File: src/rtl/uart_tx_event_queue.sv
// uart_tx_event_queue
//   Buffers one-cycle game event pulses (game over, mole hit, new mole
//   position). Each event becomes an ASCII byte ('R', 'H', '0'..'4'), which
//   is queued in a small FIFO. The bytes are handed one at a time to uart_tx
//   through the tx_start / tx_busy handshake.
//
// Ports
//   clock, reset       : system clock; synchronous active-high reset
//   flush              : clears FIFO and pending flags (in-flight byte completes)
//   evt_gameover       : pulse, queues 'R' (0x52)
//   evt_hit            : pulse, queues 'H' (0x48)
//   evt_mole           : pulse, queues '0' + mole_index (index clamped to 4)
//   mole_index [2:0]   : mole number sampled with evt_mole
//   tx_busy            : busy flag from uart_tx
//   tx_start           : one-cycle start pulse to uart_tx
//   tx_data [7:0]      : byte presented to uart_tx
//   fifo_count         : bytes currently queued (0..DEPTH)
//   overflow           : sticky, set when any event is dropped
//   drop_count [7:0]   : dropped events, saturating at 255
module uart_tx_event_queue #(
    parameter int DEPTH        = 8,
    parameter int ADDR_BITS    = 3,
    parameter int BUSY_TIMEOUT = 4
) (
    input  logic                 clock,
    input  logic                 reset,
    input  logic                 flush,
    input  logic                 evt_gameover,
    input  logic                 evt_hit,
    input  logic                 evt_mole,
    input  logic [2:0]           mole_index,
    input  logic                 tx_busy,
    output logic                 tx_start,
    output logic [7:0]           tx_data,
    output logic [ADDR_BITS:0]   fifo_count,
    output logic                 overflow,
    output logic [7:0]           drop_count
);

    localparam int TMO_W = $clog2(BUSY_TIMEOUT + 1);

    localparam logic [1:0] S_IDLE      = 2'd0;
    localparam logic [1:0] S_WAIT_BUSY = 2'd1;
    localparam logic [1:0] S_WAIT_DONE = 2'd2;

    localparam logic [ADDR_BITS:0]   FULL_CNT = (ADDR_BITS + 1)'(DEPTH);
    localparam logic [ADDR_BITS:0]   CNT_ONE  = (ADDR_BITS + 1)'(1);
    localparam logic [ADDR_BITS-1:0] PTR_ONE  = ADDR_BITS'(1);
    localparam logic [TMO_W-1:0]     TMO_LAST = TMO_W'(BUSY_TIMEOUT - 1);
    localparam logic [TMO_W-1:0]     TMO_ONE  = TMO_W'(1);

    // Saturating add for the drop counter (at most two drops per cycle).
    function automatic logic [7:0] sat_add_drop(input logic [7:0] acc,
                                                input logic [1:0] inc);
        logic [8:0] sum;
        sum = {1'b0, acc} + {7'b0, inc};
        return sum[8] ? 8'hFF : sum[7:0];
    endfunction

    // Mole numbers above 4 do not exist on the board; clamp to the last one.
    function automatic logic [2:0] clamp_mole(input logic [2:0] idx);
        return (idx > 3'd4) ? 3'd4 : idx;
    endfunction

    // Pending stage
    logic p_r_q, p_r_d;
    logic p_h_q, p_h_d;
    logic p_m_q, p_m_d;
    logic [2:0] mole_idx_q, mole_idx_d;

    // FIFO
    logic [7:0]           mem_q [DEPTH];
    logic [ADDR_BITS-1:0] wr_ptr_q, wr_ptr_d;
    logic [ADDR_BITS-1:0] rd_ptr_q, rd_ptr_d;
    logic [ADDR_BITS:0]   count_q, count_d;

    // Drain FSM and outputs
    logic [1:0]       state_q, state_d;
    logic [TMO_W-1:0] tmo_q, tmo_d;
    logic             tx_start_q, tx_start_d;
    logic [7:0]       tx_data_q, tx_data_d;
    logic             overflow_q, overflow_d;
    logic [7:0]       drop_q, drop_d;

    logic       fifo_full, fifo_empty, launch;
    logic       wr_en, wr_r, wr_h, wr_m;
    logic [7:0] wr_byte;
    logic       drop_r, drop_h;

    // Fullness uses the count at the start of the cycle, so a pop in the
    // same cycle never makes room for that cycle's write.
    assign fifo_full  = (count_q == FULL_CNT);
    assign fifo_empty = (count_q == '0);

    // No new transfer is launched while the FIFO is being flushed.
    assign launch = (state_q == S_IDLE) && !fifo_empty && !tx_busy && !flush;

    assign wr_en   = !flush && !fifo_full && (p_r_q || p_h_q || p_m_q);
    assign wr_r    = wr_en && p_r_q;
    assign wr_h    = wr_en && !p_r_q && p_h_q;
    assign wr_m    = wr_en && !p_r_q && !p_h_q && p_m_q;
    assign wr_byte = p_r_q ? 8'h52 :
                     p_h_q ? 8'h48 :
                             (8'h30 + {5'b00000, mole_idx_q});

    // A repeated R/H event is only lost if its flag stays occupied; a flag
    // that is being written into the FIFO this cycle can take the new event.
    assign drop_r = !flush && evt_gameover && p_r_q && !wr_r;
    assign drop_h = !flush && evt_hit      && p_h_q && !wr_h;

    always_comb begin
        p_r_d      = p_r_q;
        p_h_d      = p_h_q;
        p_m_d      = p_m_q;
        mole_idx_d = mole_idx_q;
        wr_ptr_d   = wr_ptr_q;
        rd_ptr_d   = rd_ptr_q;
        count_d    = count_q;
        state_d    = state_q;
        tmo_d      = tmo_q;
        tx_start_d = 1'b0;
        tx_data_d  = tx_data_q;
        overflow_d = overflow_q | drop_r | drop_h;
        drop_d     = sat_add_drop(drop_q, {1'b0, drop_r} + {1'b0, drop_h});

        if (flush) begin
            p_r_d    = 1'b0;
            p_h_d    = 1'b0;
            p_m_d    = 1'b0;
            wr_ptr_d = '0;
            rd_ptr_d = '0;
            count_d  = '0;
        end else begin
            p_r_d = (p_r_q && !wr_r) || evt_gameover;
            p_h_d = (p_h_q && !wr_h) || evt_hit;
            p_m_d = (p_m_q && !wr_m) || evt_mole;
            // Latest mole position wins; the byte written this cycle still
            // uses the previously latched index.
            if (evt_mole) begin
                mole_idx_d = clamp_mole(mole_index);
            end
            if (wr_en) begin
                wr_ptr_d = wr_ptr_q + PTR_ONE;
            end
            if (launch) begin
                rd_ptr_d = rd_ptr_q + PTR_ONE;
            end
            case ({wr_en, launch})
                2'b10:   count_d = count_q + CNT_ONE;
                2'b01:   count_d = count_q - CNT_ONE;
                default: count_d = count_q;
            endcase
        end

        // The FSM ignores flush so a byte already handed over completes.
        case (state_q)
            S_IDLE: begin
                if (launch) begin
                    state_d    = S_WAIT_BUSY;
                    tmo_d      = '0;
                    tx_start_d = 1'b1;
                    tx_data_d  = mem_q[rd_ptr_q];
                end
            end
            S_WAIT_BUSY: begin
                if (tx_busy) begin
                    state_d = S_WAIT_DONE;
                end else if (tmo_q == TMO_LAST) begin
                    // Transmitter never acknowledged; treat the byte as sent.
                    state_d = S_IDLE;
                end else begin
                    tmo_d = tmo_q + TMO_ONE;
                end
            end
            S_WAIT_DONE: begin
                if (!tx_busy) begin
                    state_d = S_IDLE;
                end
            end
            default: state_d = S_IDLE;
        endcase
    end

    always_ff @(posedge clock) begin
        if (reset) begin
            p_r_q      <= 1'b0;
            p_h_q      <= 1'b0;
            p_m_q      <= 1'b0;
            wr_ptr_q   <= '0;
            rd_ptr_q   <= '0;
            count_q    <= '0;
            state_q    <= S_IDLE;
            tmo_q      <= '0;
            tx_start_q <= 1'b0;
            tx_data_q  <= 8'h00;
            overflow_q <= 1'b0;
            drop_q     <= 8'h00;
        end else begin
            p_r_q      <= p_r_d;
            p_h_q      <= p_h_d;
            p_m_q      <= p_m_d;
            wr_ptr_q   <= wr_ptr_d;
            rd_ptr_q   <= rd_ptr_d;
            count_q    <= count_d;
            state_q    <= state_d;
            tmo_q      <= tmo_d;
            tx_start_q <= tx_start_d;
            tx_data_q  <= tx_data_d;
            overflow_q <= overflow_d;
            drop_q     <= drop_d;
        end
    end

    // Data-only storage: contents are meaningless until written.
    always_ff @(posedge clock) begin
        mole_idx_q <= mole_idx_d;
        if (wr_en) begin
            mem_q[wr_ptr_q] <= wr_byte;
        end
    end

    assign tx_start   = tx_start_q;
    assign tx_data    = tx_data_q;
    assign fifo_count = count_q;
    assign overflow   = overflow_q;
    assign drop_count = drop_q;

endmodule

File: config.mk
export PLATFORM = sky130hd
export DESIGN_NAME = uart_tx_event_queue
export DESIGN_NICKNAME = d
export VERILOG_FILES = /design/src/rtl/uart_tx_event_queue.sv
export SDC_FILE = /design/constraint.sdc
export NUM_CORES = 1
export LEC_CHECK = 0
export ABC_AREA = 1
export BUFFER_PORTS_ARGS = -buffer_cell sky130_fd_sc_hd__buf_4
export CAP_MARGIN = 20
export CELL_PAD_IN_SITES_DETAIL_PLACEMENT = 2
export CELL_PAD_IN_SITES_GLOBAL_PLACEMENT = 2
export CORE_UTILIZATION = 34
export DETAILED_ROUTE_END_ITERATION = 8
export GPL_ROUTABILITY_DRIVEN = 1
export GPL_TIMING_DRIVEN = 0
export PLACE_DENSITY = 0.79
export RECOVER_POWER = 50
export SYNTH_ARGS = -nofsm -noshare
export SYNTH_HDL_FRONTEND = slang
export SYNTH_SLANG_ARGS = --single-unit
export TNS_END_PERCENT = 30
File: constraint.sdc
create_clock -name clock -period 2.1 [get_ports clock]
set_clock_uncertainty 0.1 [all_clocks]
set_input_delay 0.105 -clock clock [delete_from_list [all_inputs] [get_ports clock]]
set_output_delay 0.105 -clock clock [all_outputs]
set_load 0.02 [all_outputs]
# [Word level (Yosys, flattened, before mapping)]
# Memory sizes are Yosys's and may differ from the RTL's. A register that Yosys moved wholly into a read port is not among the register bits.
# Cells that the tools add are included.
[op_classes] n_shift=0 multipliers=0 eq_ne=11 mux=16 div_mod_pow=0 bitwise=4 addsub=8 magnitude_cmp=1 n_reduce_logical=43
[ops] operator="1-bit logical AND" n=19
[ops] operator="7-bit two-way mux" n=2
[ops] operator="3-bit by 1-bit adder with 3-bit output (second input constant)" n=3
[ops] operator="8-bit by 2-bit adder with 9-bit output" n=1
[ops] operator="1-bit zero test" n=9
[ops] operator="3-bit two-way mux" n=3
[ops] operator="2-bit two-way mux" n=4
[ops] operator="8-bit two-way mux" n=1
[ops] operator="2-bit inequality test (second input constant)" n=4
[ops] operator="4-bit one-hot mux with 2 select lines" n=1
[ops] operator="6-bit by 3-bit adder with 7-bit output (first input constant)" n=1
[ops] operator="2-bit one-hot mux with 3 select lines" n=1
[ops] operator="3-bit one-hot mux with 2 select lines" n=1
[ops] operator="1-bit logical OR" n=5
[ops] operator="4-bit by 1-bit adder with 4-bit output (second input constant)" n=1
[ops] operator="2-bit by 1-bit == test with 1-bit output (second input constant)" n=2
[ops] operator="2-bit == test (second input constant)" n=2
[ops] operator="4-bit == test (second input constant)" n=1
[ops] operator="4-bit zero test" n=1
[ops] operator="2-bit AND reduction" n=2
[ops] operator="4-bit AND reduction" n=1
[ops] operator="2-bit nonzero test" n=2
[ops] operator="2-bit OR reduction" n=2
[ops] operator="4-bit by 1-bit subtractor with 4-bit output (second input constant)" n=1
[ops] operator="9 further kinds" n=13
[word_totals] rom_bits=0 inputBits=10 n_memories=1 mem_bits_rw=56 output_inout_bits=22 elab_cells=97 latchBits=0 regBits=39
[mem_list] name="mem_q" depth=8 word_bits=7 read_ports=1 rd_clocked_by_memory_dff=1 write_ports=1 line="72" source="logic [7:0] mem_q [DEPTH];"

# [Depth between registers and ports, before layout]
[logic_depth] ltp_word=11 depth_mapped=16

# [Worst setup path after synthesis]
# Ideal clock, no wire load.
[synth_timing] path_type="register to register" from="register count_q[3], in the netlist fifo_count[3]" to="register drop_q[6], in the netlist drop_count[6]" setup_time_ns=0.116 synth_period_minus_slack_ns=2.343 required_ns=1.884 arrival_ns=2.127 path_buffers=0 path_slack_ns=-0.243 path_stages_with_launch=17 cell_sequence="dfxtp_1 -> inv_1 -> nor2_1 -> nand2_1 -> nand4_2 -> nand2_1 -> nor2_1 -> inv_1 -> fa_1 -> inv_1 -> nand4_1 -> inv_1 -> nand2_1 -> nor2_2 -> nand2_1 -> nor2_1 -> nor2_1"
[synth_via] elab_chain_len=11 elab_cells_between_ends=14
[synth_lines] element="start, declared" line="75" source="logic [ADDR_BITS:0] count_q, count_d;"
[synth_lines] element="start signal, assigned" line="204" source="count_q <= count_d;"
[synth_lines] element="4-bit == test *" line="92" source="assign fifo_full = (count_q == FULL_CNT);"
[synth_lines] element="1-bit zero test *" line="98" source="assign wr_en = !flush && !fifo_full && (p_r_q || p_h_q || p_m_q);"
[synth_lines] element="1-bit logical AND * (2 in a row)" line="98"
[synth_lines] element="1-bit logical AND (2 in a row)" line="100" source="assign wr_h = wr_en && !p_r_q && p_h_q;"
[synth_lines] element="1-bit zero test" line="109" source="assign drop_h = !flush && evt_hit && p_h_q && !wr_h;"
[synth_lines] element="1-bit logical AND" line="109"
[synth_lines] element="1-bit by 1-bit adder with 2-bit output *" line="124" source="drop_d = sat_add_drop(drop_q, {1'b0, drop_r} + {1'b0, drop_h});"
[synth_lines] element="8-bit by 2-bit adder with 9-bit output *" line="56" source="sum = {1'b0, acc} + {7'b0, inc};"
[synth_lines] element="8-bit two-way mux *" line="57" source="return sum[8] ? 8'hFF : sum[7:0];"
[synth_lines] element="end signal, assigned" line="210" source="drop_q <= drop_d;"
[synth_lines] element="end, declared" line="83" source="logic [7:0] drop_q, drop_d;"
# Every way passes the cells marked *; elsewhere a longest branch is shown, timed or not.
# A chain may end at the register's enable or synchronous reset.

# [Final worst setup path]
[layout_timing] from="register count_q[3], in the netlist fifo_count[3]" to="register drop_q[4], in the netlist drop_count[4]"
# The elaborated chain is that of the path after synthesis.

==> results.ini <==
[run_status]
outcome = finished, violations left
violations = design-rule violations, negative setup slack

[sta]
setup_slack_ns = -0.317
rsz0062_at_grt = yes
period_needed_ns = 2.42
final.period_utilization_pct = 115
hold_ws_ns = 0.0226
drv_slew = 0
max_freq_ghz = 0.414
setup_viol = 35
hold_viol_final = 0
worst_pin_slew_ns = 0.770
maxSlewHeadroom_pct = 48.5

[floorplan]
start_util_pct = 35.4
core_region_area_sq_um = 11600
die_h_um = 112
rows = 39
die-width_um = 112
dieArea_sq_um = 12500
ioPinCount = 32

[synth]
synth_cell_types = 32
synth_seq_cells = 94
yosys.area.top_type_share_pct = 43.3
postSynthAreaPerCell_sq_um = 9.39
ys_top_cells_by_area = edfxtp_1, dfxtp_1, nand2_1
ys.warnings.count = 0
syn_inst = 436
synth_area_sq_um = 4090
syn_nets = 455
ys_seq_area_share_pct = 60.4
synth_top_area_cell = edfxtp_1

[worst_setup_path]
crit_required_ns = 2.28
cp-start-kind = flop
slowest_stage = fa_2
r2r-end = drop_count[4]
criticalPathCategory = flop to flop
cpPeakStageDelay_ns = 0.39
cp_top_family = simple AND/OR/NAND/NOR gates
worst_setup_path_end_kind = flop
arrival_ns = 2.60
endpoint = drop_count[4]
cp_common_cell = nand3_4
path_max_fanout = 6
rrSetupSlack_ns = -0.32
critPathBufInv = 3
r2r_cells = 12
rr_startpoint = fifo_count[3]
cp_cell_sequence = inv_4, nor2_4, nand2_2, buf_6, nand3_4, nand3_4, fa_2, inv_2, nand4_1, nor2_2, nand4_4, a21oi_2
startpoint = fifo_count[3]
cp.depth = 12

[finish]
layout.nets = 526
drive_gt1_share_pct = 25.6
instances_no_fill = 655
diodes = 0
syn2layout_area_growth_pct = 29.7
final_util_pct = 45.9

[clock_network]
numCtsBuffers = 9
cts_tree = built
clk_pin_slew_ns = 0.07
clk_latency_ns = 0.35
h-tree-depth = 3
cts_num_sinks = 94
ctsRootBufferMaster = clkbuf_16
clockBufferDepth = 2

[routing]
detail_route.wl_per_cell_um = 20.3
ant_nets = 0
vias = 3268
drt_iter0_drc = 82
drt-vias-per-instance = 4.99
wl_um = 13300
drt_pass1_iterations = 6
drc = 4

[placement]
preCtsSetupSlack_ns = -0.717
dp_cells = 609
gp_congestion = 0.741
numPortBuffers = 30
detailed_place_hpwl_um = 7850

[grt]
grt_pass1_wl_um = 19400
grt_use_met2_pct = 37.3
antenna_found_initial = 0
top_usage_layer = met2
grt_max_degree = 15
grt_pass1_vias = 3594
gr-usage-met1_pct = 24.5
grt_util_all_layers_pct = 20.7
overflow = 0
met3_usage_pct = 2.67

[pwr]
p_clk_share_pct = 44.2
ir_drop_mv = 0.397
power.internal_mw = 3.26
netSwitchingFraction_pct = 22.7
p_leak_nw = 2.16
power.density_nw_per_um2 = 794
fin_total_pwr_mw = 4.21
pwr-share-seq_pct = 47.9
power_frac_comb_pct = 7.9
p_sw_uw = 958

[worst_hold_path]
holdCritPathClass = primary input to flop
holdPathStages = 4

[flow_run]
maxCapViolations = 0

## power by group through the flow
stage	Sequential, mW	Clock (mW)	Combinational (mW)
2_1_floorplan	2.06	0	0.137
3_3_place_gp	2.06	0	0.234
3_5_place_dp	2.06	0	0.249
4_1_cts	2.02	1.88	0.286
5_1_grt	2.02	1.95	0.358
6_report	2.02	1.86	0.332
## worst reg2reg max path, stage by stage (launching register included)
cell and delay [ns]:
dfxtp_4 0.36, inv_4 0.05, nor2_4 0.10, nand2_2 0.09
buf_6 0.14, nand3_4 0.12, nand3_4 0.11, fa_2 0.39
inv_2 0.08, nand4_1 0.16, nor2_2 0.24, nand4_4 0.17
a21oi_2 0.20
## Yosys cell counts (all sizes together)
cell type and instances:
buf 12, inv 59, clkinv 1, o21a 1
dfxtp 35, nand3 34, fa 2, nand4 5
or2 2, a21oi 26, clkbuf 3, conb 1
xor2 2, o21bai 1, nand2 109, o21ai 18
xnor2 1, a31oi 1, edfxtp 59, ha 7
nor3 2, nor2 55
## how the worst min path moves through the flow
stage / from / end / slack, ns
floorplan: tx_busy / state_q[1] / 0.13
global placement: evt_hit / p_h_q / 0.26
detailed placement: evt_hit / p_h_q / 0.27
CTS: tx_busy / tmo_q[2] / 0.02
global route: flush / mole_idx_q[0] / 0.05
finish: tx_busy / tmo_q[2] / 0.02
## cell usage in the layout (no fill, tap or decap), types with 2 or more instances in the layout
master	Yosys	layout
xor2_1	2	2
buf_2	6	6
nor2_1	51	37
nand2_2	0	3
a21oi_1	24	21
buf_6	3	6
nor2_2	4	12
clkbuf_8	0	2
dfxtp_1	35	29
nor2_4	0	6
a21oi_2	2	5
or2_2	2	2
nor3_1	2	2
dfxtp_4	0	6
nand4_1	3	3
o21ai_0	16	15
dlygate4sd3_1	0	7
nand2_1	108	102
nand3_1	32	29
nand3_4	1	3
nand4_4	0	2
clkbuf_16	0	11
ha_4	0	3
o21ai_1	1	2
buf_4	3	46
inv_2	0	4
nand2_4	1	4
nand3_2	1	2
edfxtp_1	59	59
clkbuf_1	3	9
fa_2	0	2
inv_1	59	54
ha_1	7	4
## flip-flops by register name, summed over array words and instances, names as in the netlist
signal and flops:
fifo_count 4, tx_data 7, rd_ptr_q 3, p_r_q 1, tmo_q 3, overflow 1
drop_count 8, p_m_q 1, mole_idx_q 3, state_q 2, mem_q 56, p_h_q 1
tx_start 1, wr_ptr_q 3
## through the flow
stage	instance area (sq um)	setup TNS, ns
6_report	5310	-5.20
5_1_grt	5310	-9.14
4_1_cts	5100	-1.75
3_5_place_dp	4520	-5.45
3_3_place_gp	4520	-3.98
2_1_floorplan	4110	-0.0922
## final cells by class
cell class,count,area [sq um]
fillers,1218,6260
multi-input cells,267,1490
inverters,60,228
flip-flops and latches,94,2490
repair buffers,60,473
plain buffers,15,97.6
clock inverters,1,30.0
clock buffers,15,312
well taps,143,179
## cell families (layout without fill, tap and decap cells)
| family | after synthesis | after routing | synth area share, % |
|---|---|---|---|
| buffers and inverters | 75 | 151 | 7.89 |
| AOI/OAI and AO/OA | 47 | 47 | 6.18 |
| adders and majority gates | 9 | 9 | 3.12 |
| other | 1 | 1 | 0.0916 |
| DFF | 94 | 94 | 60.4 |
| and+or+nand+nor | 207 | 207 | 21.7 |
| xor gates and xnor gates | 3 | 3 | 0.642 |
## what timing repair did
item                                    CTS  global route
resized for setup                        21            35
setup buffers                            11            12
hold buffers                              7             0
endpoints found under the setup margin   18            46
pin swaps                                 6            17
hold endpoints to repair                  7             0
## routing by layer
layer,up-vias,wire length (um)
met5,-,0
met4,0,236
met3,16,249
met2,35,7220
met1,1668,5600
li1,1549,-
No activity file was read; power rests on OpenSTA's default activity.
